--- config.mk ---
export PLATFORM = sky130hd
export DESIGN_NAME = attempt_limiter
export DESIGN_NICKNAME = d
export VERILOG_FILES = /design/src/rtl/attempt_limiter.sv
export SDC_FILE = /design/constraint.sdc
export NUM_CORES = 1
export LEC_CHECK = 0
export ABC_CLOCK_PERIOD_IN_PS = 2500
export BUFFER_PORTS_ARGS = -buffer_cell sky130_fd_sc_hd__buf_4
export CORE_MARGIN = 2
export CORE_UTILIZATION = 30
export DETAILED_ROUTE_END_ITERATION = 6
export SLEW_MARGIN = 10
export SYNTH_ARGS = -nofsm -noshare
export SYNTH_HDL_FRONTEND = slang
export SYNTH_SLANG_ARGS = --single-unit
--- constraint.sdc ---
create_clock -name clk5 -period 2.5 [get_ports clk5]
set_input_delay 0.125 -clock clk5 [delete_from_list [all_inputs] [get_ports clk5]]
set_output_delay 0.125 -clock clk5 [all_outputs]
set_load 0.01 [all_outputs]
--- src/rtl/attempt_limiter.sv ---
`timescale 1ns/1ps
// attempt_limiter
// Failed-attempt tracker for the combination lock. It counts incorrect-code
// pulses and shows the count on a thermometer LED bar. When the limit is
// reached it blocks the keypad for a lockout period. That period doubles on
// each consecutive lockout, up to a saturation level.
//
// Ports
//   clk5            5 MHz system clock
//   reset           synchronous, active-high
//   attempt_fail    one-cycle pulse per incorrect code entry
//   unlock_ok       one-cycle pulse, correct code entered
//   inside_pb       debounced inside-door button (level)
//   attempts_led    thermometer bar, bit i set when failures > i
//   locked          keypad blocked
//   lock_level      consecutive lockouts since the last clear (saturating)
//   lock_remaining  cycles left in the current lockout, 0 when not locked
//   lock_expire     one-cycle pulse in the first cycle after a lockout times out
module attempt_limiter #(
  parameter int MAX_ATTEMPTS = 3,
  parameter int LOCK_CYCLES  = 25000000,
  parameter int MAX_LEVEL    = 3,
  parameter int CNT_W        = 28,
  localparam int LW = (MAX_LEVEL > 0) ? $clog2(MAX_LEVEL + 1) : 1
) (
  input  logic                    clk5,
  input  logic                    reset,
  input  logic                    attempt_fail,
  input  logic                    unlock_ok,
  input  logic                    inside_pb,
  output logic [MAX_ATTEMPTS-1:0] attempts_led,
  output logic                    locked,
  output logic [LW-1:0]           lock_level,
  output logic [CNT_W-1:0]        lock_remaining,
  output logic                    lock_expire
);

  localparam int FW = (MAX_ATTEMPTS > 1) ? $clog2(MAX_ATTEMPTS) : 1;
  localparam logic [FW-1:0]    FAIL_LAST = FW'(MAX_ATTEMPTS - 1);
  localparam logic [LW-1:0]    LEVEL_MAX = LW'(MAX_LEVEL);
  localparam logic [CNT_W-1:0] BASE      = CNT_W'(LOCK_CYCLES);
  localparam logic [CNT_W-1:0] ONE       = CNT_W'(1);
  // Longest lockout, computed wide so the fit check itself cannot overflow.
  localparam logic [63:0]      MAX_LOAD  = 64'(LOCK_CYCLES) << MAX_LEVEL;

  if (MAX_ATTEMPTS < 1) begin : g_chk_att
    $error("attempt_limiter: MAX_ATTEMPTS must be >= 1");
  end
  if (LOCK_CYCLES < 1) begin : g_chk_lock
    $error("attempt_limiter: LOCK_CYCLES must be >= 1");
  end
  if ((MAX_LOAD >> CNT_W) != 64'd0) begin : g_chk_w
    $error("attempt_limiter: CNT_W too narrow for LOCK_CYCLES<<MAX_LEVEL");
  end

  typedef enum logic {ARMED, LOCKED} state_t;

  state_t                  state, state_n;
  logic [FW-1:0]           fail_cnt, fail_cnt_n;
  logic [LW-1:0]           level_n;
  logic [CNT_W-1:0]        rem_n;
  logic                    locked_n;
  logic                    expire_n;
  logic [MAX_ATTEMPTS-1:0] led_n;

  always_ff @(posedge clk5) begin
    if (reset) begin
      state          <= ARMED;
      fail_cnt       <= '0;
      attempts_led   <= '0;
      locked         <= 1'b0;
      lock_level     <= '0;
      lock_remaining <= '0;
      lock_expire    <= 1'b0;
    end else begin
      state          <= state_n;
      fail_cnt       <= fail_cnt_n;
      attempts_led   <= led_n;
      locked         <= locked_n;
      lock_level     <= level_n;
      lock_remaining <= rem_n;
      lock_expire    <= expire_n;
    end
  end

  always_comb begin
    state_n    = state;
    fail_cnt_n = fail_cnt;
    level_n    = lock_level;
    rem_n      = lock_remaining;
    expire_n   = 1'b0;
    case (state)
      ARMED: begin
        // A failure wins over a simultaneous clear.
        if (attempt_fail) begin
          if (fail_cnt == FAIL_LAST) begin
            state_n    = LOCKED;
            fail_cnt_n = '0;
            // Shift uses the level before this lockout's increment.
            rem_n      = BASE << lock_level;
          end else begin
            fail_cnt_n = fail_cnt + FW'(1);
          end
        end else if (unlock_ok || inside_pb) begin
          fail_cnt_n = '0;
          level_n    = '0;
        end
      end
      LOCKED: begin
        // Keypad is blocked: only the trusted inside button is honoured.
        // It also wins on the final count cycle, so no expire pulse then.
        if (inside_pb) begin
          state_n = ARMED;
          level_n = '0;
          rem_n   = '0;
        end else if (lock_remaining == ONE) begin
          state_n  = ARMED;
          rem_n    = '0;
          expire_n = 1'b1;
          if (lock_level != LEVEL_MAX) level_n = lock_level + LW'(1);
        end else begin
          rem_n = lock_remaining - ONE;
        end
      end
      default: state_n = ARMED;
    endcase
    locked_n = (state_n == LOCKED);
  end

  // Bar shows the next fail count; forced full while locked.
  for (genvar i = 0; i < MAX_ATTEMPTS; i++) begin : g_led
    assign led_n[i] = locked_n | (int'(fail_cnt_n) > i);
  end

endmodule
* Yosys cells after proc, flatten, opt, wreduce, memory -nomap -nowiden
Cells that the tools add are included. W data, S select, Z words.
Word-level totals: register bits 37, input port bits 5, output and inout port bits 35, word-level logic and storage cells 51
Cells by class: add/subtract/negate cells 3, magnitude comparators 3, eq/ne operators 9, shifts and indexed selects 1, multiplexer cells 21, bitwise operators 4, reductions and logical operators 4
Operators by type and width (number):
- $mux W28 | 4
- $pmux W28 S2 | 1
- $eq A28 B1 Y1 const B | 1
- $shl A25 B2 Y28 const A | 1
- $sub A28 B1 Y28 const B | 1
- $mux W2 | 9
- $ne A2 B2 Y1 const B | 5
- $ne A3 B2 Y1 const B | 2
- $mux W1 | 5
- $add A2 B1 Y2 const B | 2
- $gt A2 B1 Y1 const B | 2
- $pmux W2 S2 | 1
- $reduce_and A4 Y1 | 1
- $or A1 B1 Y1 | 3
- $reduce_or A3 Y1 | 1
- $eq A2 B2 Y1 const B | 1
- $gt A2 B2 Y1 const B | 1
- $pmux W1 S2 | 1
- $reduce_and A2 Y1 | 1
- $logic_or A1 B1 Y1 | 1
- $not A1 Y1 | 1

* Logic depth before layout (Yosys ltp)
Gate-level depths: netlist of run 1.
depth in word-level cells 6, depth in mapped cells 9, depth with buffers taken out 8

* Worst setup path after synthesis of run 1
Ideal clock, no wire load.
kind flip-flop to flip-flop, start register lock_remaining[0], end register lock_remaining[24], setup time 0.132 ns, arrival time 2.559 ns, data required time 2.368 ns, slack -0.191 ns, cell stages (with the launch flop) 9, path buffers 0, clock period less this slack 2.691 ns, cells stage by stage dfxtp_1 > inv_1 > ha_1 > or4b_2 > nor4_1 > nand2_2 > o41a_1 > o21ai_1 > a21oi_1
Between the ends: word-level cells in the longest chain between the ends 4, elaborated cells on any way between the ends 5, classes of those cells 1 x add/sub; 1 x eq/ne; 3 x mux
RTL lines:
- start: declaration | RTL line 34 | output logic [CNT_W-1:0] lock_remaining,
- start signal: assignment | RTL line 81 | lock_remaining <= rem_n;
- $sub A28 B1 Y28 / $eq A28 B1 Y1 (equally long branches) | RTL line 122, 116
- $mux W28 * | RTL line 116 | end else if (lock_remaining == ONE) begin
- $mux W28 * | RTL line 112 | if (inside_pb) begin
- $pmux W28 S2 * | RTL line 92 | case (state)
Every way passes the cells marked *; elsewhere a longest branch is shown, timed or not. A chain may end at the register's enable or synchronous reset.

* Final worst setup path of run 1
start register lock_remaining[8], end register lock_remaining[7]
Between the ends: word-level cells in the longest chain between the ends 4
RTL lines (RTL line):
- $eq A28 B1 Y1 | 116
- $mux W28 | 116
- $mux W28 | 112
- $pmux W28 S2 | 92
Every way passes these cells.

==> results.sh, run 1 <==
export IMPL_status="complete, no violations"
export IMPL_dr_pass1_iters=4
export IMPL_numCtsBuffers=5
export IMPL_track_usage_pct=18.2
export IMPL_yosysTopAreaCell="dfxtp_1"
export IMPL_place_ws_ns=-0.115
export IMPL_ys_seq_elements=37
export IMPL_synth_most_common_cell="dfxtp_1"
export IMPL_io_pins=40
export IMPL_worst_slew_pin_slew_ns=0.658
export IMPL_drive_above_1_share_pct=29.3
export IMPL_ys_types=48
export IMPL_swShare_pct=29.3
export IMPL_die_x_um=89.3
export IMPL_syn_cell_area_um2=2180
export IMPL_fp_dieH_um=89.3
export IMPL_power_frac_comb_pct=21.4
export IMPL_tritoncts="yes"
export IMPL_synth_area_per_cell_um2=7.63
export IMPL_synthToLayoutAreaGrowth_pct=35.6
export IMPL_grt_max_degree=35
export IMPL_post_cts_buffers=0
export IMPL_die_area_um2=7970
export IMPL_drc=0
export IMPL_drv_slew=0
export IMPL_ant_nets=0
export IMPL_nNetsFinal=363
export IMPL_core_um2=7140
export IMPL_max_freq_mhz=412
export IMPL_fin_worst_skew_ns=0.00645
export IMPL_routed_via_density=5.45
export IMPL_clock_latency_ns=0.30
export IMPL_clockPowerShare_pct=32.6
export IMPL_setup_violations_final=0
export IMPL_yosys_warnings=0
export IMPL_cts_htree_levels=2
export IMPL_power_switching_mw=0.393
export IMPL_first_global_vias=2252
export IMPL_crit_path_max_fanout=17
export IMPL_worstHoldPathType="in -> reg"
export IMPL_start_util_pct=30.6
export IMPL_placementRows=31
export IMPL_wl_per_cell_um=15.4
export IMPL_via_count=2437
export IMPL_critical_path_required_ns=2.67
export IMPL_synthCells=286
export IMPL_cts_reportedPaths_clkPinSlew_ns=0.08
export IMPL_synthesis_nets=301
export IMPL_yosysSeqAreaShare_pct=34.0
export IMPL_worst_slack_ns=0.0739
export IMPL_synth_common_cells="37 x dfxtp_1, 30 x a21oi_1, 30 x nor2_1"
export IMPL_cts_buffer_depth=2
export IMPL_critPathKind="reg -> reg"
export IMPL_fin_crit_ns=2.43
export IMPL_synth_edff_count=0
export IMPL_antenna_found_initial=0
export IMPL_power_density_nw_per_um2=453
export IMPL_overflow=0
export IMPL_cp_end_kind="register"
export IMPL_grt_setup_unrepaired="true"
export IMPL_fin_area_um2=2960
export IMPL_place_area_um2=2810
export IMPL_gp_congestion=0.928
export IMPL_cts_sinks=37
export IMPL_cts_root_buf="clkbuf_8"
export IMPL_routed_wl_mm=6.90
export IMPL_synth_top_cell_area_share_pct=34.0
export IMPL_drtIter0Drc=149
export IMPL_dp_hpwl_mm=5.08
export IMPL_hold_viol=0
export IMPL_crit_arrival_ns=2.60
export IMPL_n_antenna_cell=0
export IMPL_port_buffers=39
export IMPL_ir_drop_v=0.000168
export IMPL_drv_cap=0
export IMPL_intPower_mw=0.946
export IMPL_crit_path_start_kind="register"
export IMPL_grt_pass1_wl_mm=11.2
export IMPL_slew_limit_headroom_pct=56.2
export IMPL_synth_async_reset_ratio_pct=0
export IMPL_p_seq_share_pct=46.0
export IMPL_leakagePower_nw=1.22
export IMPL_synth_flop_cell="dfxtp_1"
export IMPL_cts_hold_buffers=0
export IMPL_synth_area_leaders="dfxtp_1 34%, a21oi_1 6.9%, ha_1 5.7%"
export IMPL_fin_crit_sh_pct=97.0
[path summary, 6_finish.rpt]
| kind | to | start | cells past startpoint | slack, ns |
|---|---|---|---|---|
| worst max-delay path | lock_remaining[7] | lock_remaining[8] | 7 | 0.07 |
| worst min-delay path | fail_cnt[1] | unlock_ok | 4 | 0.23 |
| worst max register to register | lock_remaining[7] | lock_remaining[8] | 7 | 0.07 |
| worst min register to register | lock_remaining[11] | lock_remaining[11] | 2 | 0.51 |
[per-stage QoR]
step	utilization [%]	total power, mW	cells	hold WS (ns)	setup TNS, ns
2_1_floorplan	-	0.787	286	0.388	-0.00129
3_3_place_gp	39.4	0.887	440	0.486	-0.0449
3_5_place_dp	39.4	0.890	440	0.488	-0.651
4_1_cts	41.0	1.34	447	0.227	0
5_1_grt	41.4	1.41	447	0.246	-0.0764
6_report	41.4	1.34	447	0.232	0
[power by group through the flow]
stage	clock network [mW]	registers, mW	logic, mW
6_report	0.436	0.616	0.286
5_1_grt	0.478	0.619	0.312
4_1_cts	0.451	0.615	0.276
3_5_place_dp	0	0.629	0.261
3_3_place_gp	0	0.629	0.259
2_1_floorplan	0	0.636	0.152
[registers in the layout (all words and copies together), names as in the netlist]
signal and cells:
fail_cnt 2, lock_level 2, lock_remaining 28, attempts_led 3
lock_expire 1, state 1
[cells in the final DEF, fill, tap and decap left out, drive strengths merged, types with 4 or more instances in the layout]
master  netlist  final
nand3         7      7
inv          10     10
nor3         20     20
a211oi        4      4
nand4         5      5
buf           4     74
clkbuf       15      6
o21ai        21     21
nor2         30     30
a21oi        30     30
ha           10     10
dfxtp        37     37
or4           6      6
nor4          6      6
a31oi        10     10
nand2        25     25
o31ai         5      5
[routing by layer]
metal / part of all wire [%] / wire length (um) / track usage, %
met3: 5.4 / 374 / 4.06
met5: 0 / 0 / 0
met4: 1.4 / 95 / 5.70
met1: 45 / 3090 / 24.0
met2: 48 / 3340 / 29.6
[worst max-delay path, cell delays in order, from the launching register on]
cell,delay (ns)
dfxtp_2,0.32
or4_4,0.55
or4_4,0.52
nor4b_4,0.34
nor2_2,0.11
buf_12,0.17
a221oi_2,0.24
nor2_1,0.06
[cells by family (layout without fill, tap and decap cells)]
kind of cell               Yosys count  after routing  synth area share (%)
and+or+nand+nor                    115            115                  27.1
AOI/OAI and AO/OA                   93             93                  26.8
DFF                                 37             37                  34.0
buffers and inverters               29             91                  5.45
adders and majority gates           10             10                  5.74
muxes                                2              2                 0.975
[final cells by class]
type	instances	area [um2]
fill	769	4180
sequential	37	748
inverter	10	37.5
timing repair buffer	74	568
multi-input combinational	220	1390
tap	99	124
clock inverter	1	7.51
clock buffer	6	82.6
[what timing repair did]
| action | 4_1_cts | 5_1_grt |
|---|---|---|
| pin swaps | 1 | 6 |
| endpoints found under the setup margin | 12 | 23 |
| resized for setup | 5 | 11 |
| endpoints found under the hold margin | 0 | 0 |
No activity file was read; power rests on OpenSTA's default activity.
==> run 2, diff against run 1 <==
Settings changed: CAP_MARGIN set to 20, CORE_UTILIZATION 30 to 40.
==> results.sh, run 2 (synthesized netlist as in run 1, its figures left out) <==
export IMPL_numCtsBuffers=5
export IMPL_final_common_cell="buf_4"
export IMPL_fin_worst_skew_ns=0.00579
export IMPL_cts_sinks=37
export IMPL_die_area_um2=6060
export IMPL_drtIter0Drc=256
export IMPL_largest_register_ffs=28
export IMPL_critical_path_required_ns=2.69
export IMPL_clock_latency_ns=0.29
export IMPL_drv_cap=0
export IMPL_slowest_delay_ns=0.55
export IMPL_layout_common_cells="70 x buf_4, 33 x dfxtp_1, 29 x nor2_1, 29 x a21oi_1, 24 x nand2_1"
export IMPL_crit_path_start_kind="register"
export IMPL_grt_setup_unrepaired="false"
export IMPL_synthToLayoutAreaGrowth_pct=32.1
export IMPL_io_pins=40
export IMPL_place_ws_ns=-0.0285
export IMPL_cp_end_kind="register"
export IMPL_n_antenna_cell=0
export IMPL_fp_dieH_um=77.8
export IMPL_worstHoldPathType="in -> reg"
export IMPL_dp_hpwl_mm=4.92
export IMPL_total_power_mw=1.31
export IMPL_gp_congestion=0.836
export IMPL_antenna_found_initial=0
export IMPL_die_x_um=77.8
export IMPL_max_freq_mhz=409
export IMPL_critPathTopFamily="simple AND/OR/NAND/NOR gates"
export IMPL_crit_path_max_fanout=6
export IMPL_routed_via_density=5.73
export IMPL_first_global_vias=2118
export IMPL_port_buffers=39
export IMPL_cts_buffer_depth=2
export IMPL_drive_above_1_share_pct=28.5
export IMPL_largest_register="lock_remaining"
export IMPL_fin_crit_ns=2.44
export IMPL_final_core_util_pct=55.7
export IMPL_grt_pass1_wl_mm=11.2
export IMPL_worst_slack_ns=0.0554
export IMPL_crit_arrival_ns=2.63
export IMPL_hold_viol=0
export IMPL_drv_slew=0
export IMPL_grt_max_degree=35
export IMPL_placementRows=26
export IMPL_cts_root_buf="clkbuf_8"
export IMPL_ir_drop_v=0.000210
export IMPL_nNetsFinal=361
export IMPL_power_density_nw_per_um2=455
export IMPL_cts_reportedPaths_clkPinSlew_ns=0.08
export IMPL_crit_chain="or4_1 > or4_4 > nor4b_4 > or2_4 > a21oi_2 > mux2_2"
export IMPL_wl_per_cell_um=16.3
export IMPL_routed_wl_mm=6.81
export IMPL_cts_htree_levels=2
export IMPL_status="complete, no violations"
export IMPL_path_buf_inv=0
export IMPL_via_count=2389
export IMPL_worst_slew_pin_slew_ns=0.745
export IMPL_start_util_pct=42.2
export IMPL_core_um2=5170
export IMPL_cts_hold_buffers=0
export IMPL_drc=0
export IMPL_critPathSlowestCell="or4_1"
export IMPL_fin_crit_sh_pct=97.8
export IMPL_largestRegisters="lock_remaining (28), attempts_led (3)"
export IMPL_place_area_um2=2750
export IMPL_leakagePower_nw=1.20
export IMPL_slew_limit_headroom_pct=49.8
export IMPL_post_cts_buffers=0
export IMPL_ant_nets=0
export IMPL_tritoncts="yes"
export IMPL_setup_violations_final=0
export IMPL_track_usage_pct=23.4
export IMPL_fin_area_um2=2880
export IMPL_dr_pass1_iters=5
export IMPL_critPathKind="reg -> reg"
export IMPL_overflow=0
==> run 2: cell count changes in the layout (fill, tap and decap cells not counted), moves of 2 or more <==
cell and change:
buf_4 -3, buf_6 +2, clkinv_2 +2, o21ai_0 +3
o21ai_1 -3
==> run 2: path summary, 6_finish.rpt <==
path                                          from            endpoint  slack (ns)  cells after the start
worst min-delay path                     inside_pb  lock_remaining[14]        0.24                      4
worst max-delay path            lock_remaining[21]       lock_level[0]        0.06                      6
worst min register to register  lock_remaining[11]  lock_remaining[11]        0.52                      2
worst max register to register  lock_remaining[21]       lock_level[0]        0.06                      6
==> run 2: what timing repair did <==
item / in CTS / in global routing
pin swaps: 0 / 4
endpoints found under the setup margin: 4 / 20
gates resized for setup: 1 / 12
endpoints found under the hold margin: 0 / 0
==> run 2: where the power goes <==
group / internal (mW) / switching [mW] / leakage [nW]
sequential: 0.603 / 0.0141 / 0.302
combinational: 0.119 / 0.161 / 0.858
clock: 0.193 / 0.221 / 0.0450
==> run 2: through the flow <==
stage | hold slack (ns) | instances | TNS (ns)
final | 0.238 | 417 | 0
after CTS | 0.230 | 417 | 0
after detailed placement | 0.505 | 409 | -0.0328
after global placement | 0.492 | 409 | 0
after global routing | 0.253 | 417 | 0
after floorplan | 0.388 | 286 | -0.00129
==> run 2: area by class of cell <==
class	instances	area (um2)
timing repair buffer	72	548
multi-input combinational	220	1380
tap	70	87.6
fill	504	2290
sequential	37	748
clock buffer	6	72.6
clock inverter	2	10.0
inverter	10	37.5
==> run 2: layer usage <==
| metal | part of all wire (%) | global-route usage [%] | vias to the layer above | wire [um] |
|---|---|---|---|---|
| li1 | - | - | 1185 | - |
| met1 | 49 | 34.5 | 1115 | 3330 |
| met2 | 44 | 35.4 | 82 | 3000 |
| met5 | 0 | 0 | - | 0 |
| met4 | 0.93 | 5.89 | 0 | 63 |
| met3 | 6.0 | 3.60 | 7 | 408 |
==> run 2: worst reg2reg max path: cells and delay by family, from the launching register on <==
kind	cells	cell delay (ns)
simple gates	4	1.68
flops	1	0.33
mux	1	0.27
compound gates	1	0.07
==> run 3, diff against run 2 <==
Settings changed: ABC_CLOCK_PERIOD_IN_PS 2500 to 2250, TNS_END_PERCENT set to 50.
Clock period 2.5 ns to 2.25 ns, I/O delays scaled along.
==> results.sh, run 3 (synthesized netlist as in run 1, its figures left out) <==
export IMPL_status="finished with violations"
export IMPL_failed_checks="setup timing"
export IMPL_start_util_pct=42.2
export IMPL_core_um2=5170
export IMPL_placementRows=26
export IMPL_p_seq_share_pct=44.1
export IMPL_crit_path_start_kind="register"
export IMPL_die_x_um=77.8
export IMPL_whs_path_depth=2
export IMPL_crit_arrival_ns=2.58
export IMPL_drv_slew=0
export IMPL_fin_crit_ns=2.41
export IMPL_hold_viol=0
export IMPL_drtIter0Drc=156
export IMPL_worst_slack_ns=-0.159
export IMPL_largest_register="lock_remaining"
export IMPL_io_pins=40
export IMPL_max_freq_mhz=415
export IMPL_worst_slew_pin_slew_ns=0.633
export IMPL_intPower_mw=1.11
export IMPL_cts_htree_levels=2
export IMPL_via_count=2471
export IMPL_fin_worst_skew_ns=0.00803
export IMPL_cts_buffer_depth=2
export IMPL_layout_common_cells="92 x buf_4, 36 x dfxtp_1, 30 x nor2_1"
export IMPL_largestRegisters="lock_remaining (28), attempts_led (3)"
export IMPL_antenna_found_initial=0
export IMPL_drive_above_1_share_pct=32.6
export IMPL_synthToLayoutAreaGrowth_pct=42.1
export IMPL_largest_register_ffs=28
export IMPL_cts_reportedPaths_clkPinSlew_ns=0.08
export IMPL_routed_via_density=5.60
export IMPL_dp_hpwl_mm=5.13
export IMPL_nNetsFinal=385
export IMPL_ir_drop_v=0.000269
export IMPL_clockPowerShare_pct=33.4
export IMPL_fin_crit_sh_pct=107
export IMPL_drc=0
export IMPL_grt_max_degree=35
export IMPL_cts_root_buf="clkbuf_8"
export IMPL_final_common_cell="buf_4"
export IMPL_dr_pass1_iters=4
export IMPL_slew_limit_headroom_pct=57.3
export IMPL_total_power_mw=1.55
export IMPL_grt_setup_unrepaired="true"
export IMPL_track_usage_pct=23.0
export IMPL_fp_dieH_um=77.8
export IMPL_finalNonFillerCells=441
export IMPL_swShare_pct=28.5
export IMPL_power_density_nw_per_um2=499
export IMPL_ant_nets=0
export IMPL_routed_wl_mm=6.90
export IMPL_drv_cap=0
export IMPL_tritoncts="yes"
export IMPL_rr_worst_depth=7
export IMPL_wl_per_cell_um=15.6
export IMPL_cp_end_kind="register"
export IMPL_overflow=0
export IMPL_setup_violations_final=33
export IMPL_worstHoldPathType="in -> reg"
export IMPL_power_switching_mw=0.440
export IMPL_power_frac_comb_pct=22.6
export IMPL_cts_hold_buffers=0
export IMPL_numCtsBuffers=5
export IMPL_leakagePower_nw=1.34
export IMPL_place_ws_ns=-0.256
export IMPL_critical_path_required_ns=2.42
export IMPL_gp_congestion=0.879
export IMPL_n_antenna_cell=0
export IMPL_cts_sinks=37
export IMPL_dp_cells=430
export IMPL_crit_path_max_fanout=11
export IMPL_clock_latency_ns=0.29
export IMPL_port_buffers=39
export IMPL_critPathKind="reg -> reg"
export IMPL_first_global_vias=2218
export IMPL_grt_pass1_wl_mm=11.1
export IMPL_die_area_um2=6060
run 3: worst paths after layout:
path                            from                 end  slack, ns
hold reg to reg   lock_remaining[27]  lock_remaining[27]       0.54
setup / recovery   lock_remaining[8]  lock_remaining[19]      -0.16
hold / removal                 reset         fail_cnt[0]       0.23
setup reg to reg   lock_remaining[8]  lock_remaining[19]      -0.16
run 3: stage by stage:
step / setup TNS, ns / hold slack (ns) / util, % / area, um2
global route: -5.55 / 0.253 / 59.9 / 3100
detailed placement: -4.31 / 0.503 / 56.0 / 2900
global placement: -3.31 / 0.507 / 56.0 / 2900
floorplan: -5.63 / 0.376 / - / 2210
CTS: -3.84 / 0.222 / 58.9 / 3050
finish: -3.09 / 0.234 / 59.9 / 3100
run 3: worst max-delay path, cell delays in order, from the launching register on:
cell,delay (ns)
dfxtp_1,0.31
or4_4,0.55
or4_4,0.53
nor4b_4,0.32
nor2_1,0.11
buf_4,0.20
a31oi_2,0.18
o2bb2ai_1,0.08
run 3: power by group through the flow:
stage,clock (mW),combinational [mW],sequential [mW]
after detailed placement,0,0.325,0.696
after floorplan,0,0.168,0.706
after CTS,0.524,0.334,0.681
after global routing,0.554,0.381,0.683
final,0.516,0.349,0.681
after global placement,0,0.323,0.695
run 3: layer usage:
metal / wire length, um / up-vias / part of all wire [%] / GRT usage, %
li1: - / 1237 / - / -
met1: 3270 / 1159 / 47 / 31.7
met2: 3200 / 65 / 46 / 36.5
met3: 346 / 10 / 5.0 / 4.42
met4: 83 / 0 / 1.2 / 6.25
met5: 0 / - / 0 / 0
run 3: area by class of cell:
class | instances | area (um2)
Multi-Input combinational cell | 220 | 1390
Inverter | 10 | 37.5
Tap cell | 70 | 87.6
Fill cell | 497 | 2070
Timing Repair Buffer | 96 | 736
Clock buffer | 7 | 96.3
Sequential cell | 37 | 744
Clock inverter | 1 | 5.00
run 3: timing repair:
action,4_1_cts,5_1_grt
endpoints found under the setup margin,34,34
pin swaps,1,3
setup buffers,1,2
resized for setup,9,9
